==> src/rtl/ca_pkg.sv <==
// Shared codes for the on-the-fly carry-assimilation datapath tail.
// Holds the signed-digit encodings and the output mode selector.
package ca_pkg;

    localparam logic [1:0] D_ZERO = 2'b00;
    localparam logic [1:0] D_POS  = 2'b01;
    localparam logic [1:0] D_NEG  = 2'b10;

    typedef enum logic [1:0] {
        M_ZERO = 2'b00,
        M_PASS = 2'b01,
        M_INV  = 2'b10,
        M_NEG  = 2'b11
    } mode_e;

endpackage

==> src/rtl/ca_reg_otf_core.sv <==
// Q/QM register pair for MSB-first signed-digit to two's complement conversion.
// clr restores the empty-conversion state; when clr and en coincide the digit lands on the cleared pair.
module otf_core
    import ca_pkg::*;
#(
    parameter int WIDTH = 16
) (
    input  logic             clk,
    input  logic             reset,
    input  logic             clr,
    input  logic             en,
    input  logic [1:0]       digit,
    output logic [WIDTH-1:0] q
);

    logic [WIDTH-1:0] q_q, q_d;
    logic [WIDTH-1:0] qm_q, qm_d;
    logic [WIDTH-1:0] q_base, qm_base;

    always_comb begin
        q_base  = clr ? '0 : q_q;
        qm_base = clr ? '1 : qm_q;
        q_d     = q_base;
        qm_d    = qm_base;
        if (en) begin
            // QM always tracks Q-1, so a -1 digit borrows from QM instead of rippling.
            case (digit)
                D_POS: begin
                    q_d  = (q_base << 1) | WIDTH'(1);
                    qm_d = q_base << 1;
                end
                D_NEG: begin
                    q_d  = (qm_base << 1) | WIDTH'(1);
                    qm_d = qm_base << 1;
                end
                default: begin
                    q_d  = q_base << 1;
                    qm_d = (qm_base << 1) | WIDTH'(1);
                end
            endcase
        end
    end

    always_ff @(posedge clk or posedge reset) begin
        if (reset) begin
            q_q  <= '0;
            qm_q <= '1;
        end else begin
            q_q  <= q_d;
            qm_q <= qm_d;
        end
    end

    assign q = q_q;

endmodule

==> src/rtl/ca_reg_otf.sv <==
// On-the-fly signed-digit converter with digit counter, done/overflow flags,
// shift, output mode stage and an optional output register.
module ca_reg_otf
    import ca_pkg::*;
#(
    parameter int WIDTH   = 16,
    parameter int NDIGITS = 16,
    parameter int SHIFT   = 3,
    parameter int PIPE    = 0
) (
    input  logic             clk,
    input  logic             reset,
    input  logic             start,
    input  logic             valid,
    input  logic [1:0]       in,
    input  logic [1:0]       mode,
    output logic [WIDTH-1:0] out,
    output logic             done,
    output logic             ovf
);

    localparam int CW = $clog2(NDIGITS + 1);
    localparam logic [CW-1:0] N_END = CW'(NDIGITS);

    // Handshake: valid-only, no backpressure. A digit is consumed on any edge with
    // valid high unless the count is full; a full count drops it and flags ovf.
    logic [CW-1:0]    cnt_q, cnt_d, cnt_base;
    logic             done_q, done_d;
    logic             ovf_q, ovf_d;
    logic             full, accept;
    logic [WIDTH-1:0] q, s, mode_out;

    always_comb begin
        full     = (cnt_q == N_END);
        accept   = valid && (start || !full);
        cnt_base = start ? '0 : cnt_q;
        cnt_d    = accept ? cnt_base + CW'(1) : cnt_base;
        done_d   = (cnt_d == N_END);
        ovf_d    = start ? 1'b0 : (ovf_q || (valid && full));
    end

    always_ff @(posedge clk or posedge reset) begin
        if (reset) begin
            cnt_q  <= '0;
            done_q <= 1'b0;
            ovf_q  <= 1'b0;
        end else begin
            cnt_q  <= cnt_d;
            done_q <= done_d;
            ovf_q  <= ovf_d;
        end
    end

    otf_core #(.WIDTH(WIDTH)) u_core (
        .clk   (clk),
        .reset (reset),
        .clr   (start),
        .en    (accept),
        .digit (in),
        .q     (q)
    );

    always_comb begin
        s        = q >> SHIFT;
        mode_out = '0;
        case (mode_e'(mode))
            M_ZERO: mode_out = '0;
            M_PASS: mode_out = s;
            M_INV:  mode_out = ~s;
            M_NEG:  mode_out = ~s + WIDTH'(1);
            default: mode_out = '0;
        endcase
    end

    assign ovf = ovf_q;

    generate
        if (PIPE != 0) begin : g_pipe
            logic [WIDTH-1:0] out_q, out_d;
            logic             done_p_q, done_p_d;

            // done is delayed alongside out so it marks the cycle the final value appears.
            always_comb begin
                out_d    = mode_out;
                done_p_d = done_q;
            end

            always_ff @(posedge clk or posedge reset) begin
                if (reset) begin
                    out_q    <= '0;
                    done_p_q <= 1'b0;
                end else begin
                    out_q    <= out_d;
                    done_p_q <= done_p_d;
                end
            end

            assign out  = out_q;
            assign done = done_p_q;
        end else begin : g_direct
            assign out  = mode_out;
            assign done = done_q;
        end
    endgenerate

endmodule

==> config.mk <==
export PLATFORM = sky130hd
export DESIGN_NAME = ca_reg_otf
export DESIGN_NICKNAME = d
export VERILOG_FILES = /design/src/rtl/ca_pkg.sv /design/src/rtl/ca_reg_otf_core.sv /design/src/rtl/ca_reg_otf.sv
export SDC_FILE = /design/constraint.sdc
export NUM_CORES = 1
export LEC_CHECK = 0
export BUFFER_PORTS_ARGS = -buffer_cell sky130_fd_sc_hd__buf_2
export CELL_PAD_IN_SITES_DETAIL_PLACEMENT = 2
export CELL_PAD_IN_SITES_GLOBAL_PLACEMENT = 2
export CORE_MARGIN = 1
export CORE_UTILIZATION = 35
export CTS_CLUSTER_DIAMETER = 30
export DETAILED_ROUTE_END_ITERATION = 8
export HOLD_SLACK_MARGIN = 0.1
export PLACE_DENSITY = 0.83
export SLEW_MARGIN = 20
export SYNTH_ARGS = -nofsm -noshare
export SYNTH_HDL_FRONTEND = slang
export SYNTH_SLANG_ARGS = --single-unit
==> constraint.sdc <==
create_clock -name clk -period 2.25 [get_ports clk]
set_input_delay 0.1125 -clock clk [delete_from_list [all_inputs] [get_ports clk]]
set_output_delay 0.1125 -clock clk [all_outputs]
set_load 0.01 [all_outputs]
==> flow_metrics.tcl <==
set metrics [dict create \
    status "complete, but fails checks" \
    violations "DRC" \
    cts_tree "yes" \
    synthFlopType "dfrtp_1" \
    timing.final.ws_setup_ns 0.0357 \
    totalWireLength_um 7550 \
    hold_end "ovf$_DFF_PP0_" \
    peakVddDrop_uv 358 \
    yosys_warnings 0 \
    drive_gt1_share_pct 27.5 \
    tightest_slew_ns 0.527 \
    p_total_w 0.00188 \
    hpwl_um 4880 \
    port_buffers 25 \
    clockBufferDepth 2 \
    utilization_pct 43.0 \
    num_vias 2325 \
    cp.arrival_ns 2.10 \
    synth_area_leaders "dfrtp_1 24%, dfstp_2 17%, o21ai_0 8.6%, a21oi_1 4.4%, nand2_1 3.9%" \
    clk_latency_ns 0.29 \
    hold_class "primary input to register" \
    die-area_sq_um 7150 \
    maxCapViolations 0 \
    cp-end-kind "primary output" \
    grt_max_degree 41 \
    antenna_found_initial 0 \
    overflow 0 \
    fmaxAchievable_ghz 0.452 \
    grt_first_pass_wirelength_um 12900 \
    syn_nets 304 \
    drtPass1Iterations 6 \
    whs_path_depth 2 \
    wl_per_cell_um 19.4 \
    crit_path_start_kind "register" \
    seq_area_frac_synth_pct 40.6 \
    ff2ff_path_depth 5 \
    drtIter0Drc 137 \
    cts_sinks 38 \
    synth.avg_cell_area_sq_um 8.17 \
    ios 26 \
    pwr-share-comb_pct 24.7 \
    period_share_pct 98.4 \
    setup_viol 0 \
    ys_seq_elements 38 \
    hold_viol 0 \
    cp.required_ns 2.14 \
    p_per_area_nw_per_um2 676 \
    numCtsBuffers 5 \
    synth_top_area_share_pct 24.1 \
    synth_area_sq_um 2390 \
    start_util_pct 36.9 \
    r2r-start "cnt_q[0]$_DFF_PP0_" \
    power_switching_w 0.000598 \
    cts_htree_levels 2 \
    p_leak_nw 1.11 \
    cts-root-buf "clkbuf_8" \
    r2r-end "u_core.q[0]$_DFF_PP0_" \
    fin_skew_ns 0.00659 \
    yosys.area.top_type "dfrtp_1" \
    pre_cts_ws_ns 0.253 \
    diodes 0 \
    r2r_setup_slack_ns 0.43 \
    vias_per_cell 5.96 \
    crit_fanout 5 \
    drtAntennaViolNets 0 \
    area_delta_synth_final_pct 16.4 \
    seq_power_share_pct 44.0 \
    track_usage_pct 22.7 \
    rows 29 \
    async_flop_share_pct 100 \
    path_class "register to primary output" \
    ys_top_cells_by_count "41 x o21ai_0, 25 x nand2_1, 23 x dfrtp_1, 21 x a21oi_1, 19 x clkbuf_1" \
    grt_pass1_vias 2471 \
    clkSlewWorstSetupHoldPaths_ns 0.08 \
    hold_path.startpoint "valid" \
    postSynthCellCount 292 \
    nets 324 \
    gp_congestion 0.776 \
    core-area_sq_um 6460 \
    intPower_w 0.00128 \
    swShare_pct 31.9 \
    route.detailed.drc 4 \
    die_x_um 84.6 \
    final_max_slew_viol_count 0 \
    setup_tns_ns 0 \
    maxSlewHeadroom_pct 64.8 \
    min_period_ns 2.21 \
    synth_edf_count 0 \
    ys_types 46 \
    die_h_um 84.6 \
    rsz0062_at_grt "true" \
    clkPwrFrac_pct 31.3 \
    yosysMostFrequentCell "o21ai_0" \
]
power groups by stage:
stage	Clock (W)	Sequential [W]	Combinational [W]
after floorplan	0	0.000807	0.000304
after global placement	0	0.000832	0.000408
after detailed placement	0	0.000837	0.000427
after CTS	0.000597	0.000825	0.000447
after global routing	0.000629	0.000834	0.000515
final	0.000587	0.000826	0.000463
metrics by stage:
step | hold WS [ns] | std cells | area (sq um)
3_5_place_dp | 0.265 | 378 | 2590
2_1_floorplan | 0.274 | 292 | 2390
4_1_cts | 0.167 | 388 | 2730
3_3_place_gp | 0.252 | 378 | 2590
6_report | 0.179 | 390 | 2780
5_1_grt | 0.168 | 390 | 2780
registers in the layout, indices dropped and copies added, names as in the netlist:
signal       count
u_core.q        16
cnt_q            5
ovf              1
u_core.qm_q     15
done             1
kinds of logic after synthesis:
group / count (synthesis) / share of synthesized area, %
and+or+nand+nor: 98 / 20.6
xor gates and xnor gates: 3 / 1.10
DFF: 38 / 40.6
muxes: 1 / 0.472
buffers and inverters: 36 / 6.40
AOI/OAI and AO/OA: 112 / 28.7
adders and majority gates: 4 / 2.10
layout make-up:
cell class / instances / area [sq um]
Clock buffer: 5 / 68.8
Clock inverter: 3 / 40.0
Fill cell: 763 / 3680
Inverter: 8 / 30.0
Multi-Input combinational cell: 218 / 1310
Sequential cell: 38 / 973
Tap cell: 77 / 96.3
Timing Repair Buffer: 41 / 260
layer usage:
metal / vias to the layer above / GRT usage (%) / part of all wire (%)
met5: - / 0 / 0
met4: 0 / 5.39 / 0.93
met3: 5 / 2.95 / 1.8
met2: 30 / 40.0 / 51
met1: 1197 / 29.7 / 46
li1: 1093 / - / -
worst max path at each step:
| stage | slack, ns | endpoint | startpoint | cells after the start |
|---|---|---|---|---|
| floorplan | 0.30 | out[6] | u_core.q[3]$_DFF_PP0_ | 7 |
| global placement | 0.32 | out[6] | u_core.q[3]$_DFF_PP0_ | 7 |
| detailed placement | 0.25 | out[6] | u_core.q[3]$_DFF_PP0_ | 7 |
| CTS | 0.02 | out[6] | u_core.q[3]$_DFF_PP0_ | 7 |
| global route | -0.07 | out[12] | u_core.q[3]$_DFF_PP0_ | 7 |
| finish | 0.04 | out[12] | u_core.q[11]$_DFF_PP0_ | 5 |
timing repair:
item | in CTS | in global routing
buffers inserted | 1 | 2
resized for setup | 5 | 12
hold buffers | 1 | 0
pin swaps | 0 | 4
hold endpoints to repair | 23 | 0
endpoints found under the setup margin | 5 | 8
worst max-delay path, stage by stage, from the launching register on:
cell     delay, ns
dfrtp_2       0.42
or4_4         0.56
or4_1         0.42
a21oi_1       0.16
o22ai_1       0.10
buf_2         0.14
placed cells by master, fill, tap and decap left out, types with 5 or more instances in the layout:
master,Yosys,layout
nor3_1,16,16
o21ai_0,41,39
nand3_1,18,18
dfstp_2,15,15
a31oi_1,13,13
nor2b_1,6,5
o21a_1,12,12
inv_1,7,5
dfrtp_1,23,20
nor2_1,18,17
clkbuf_8,0,5
nand2_1,25,24
a21oi_1,21,21
buf_4,0,14
buf_2,8,25
(Power assumes the default switching activity.)
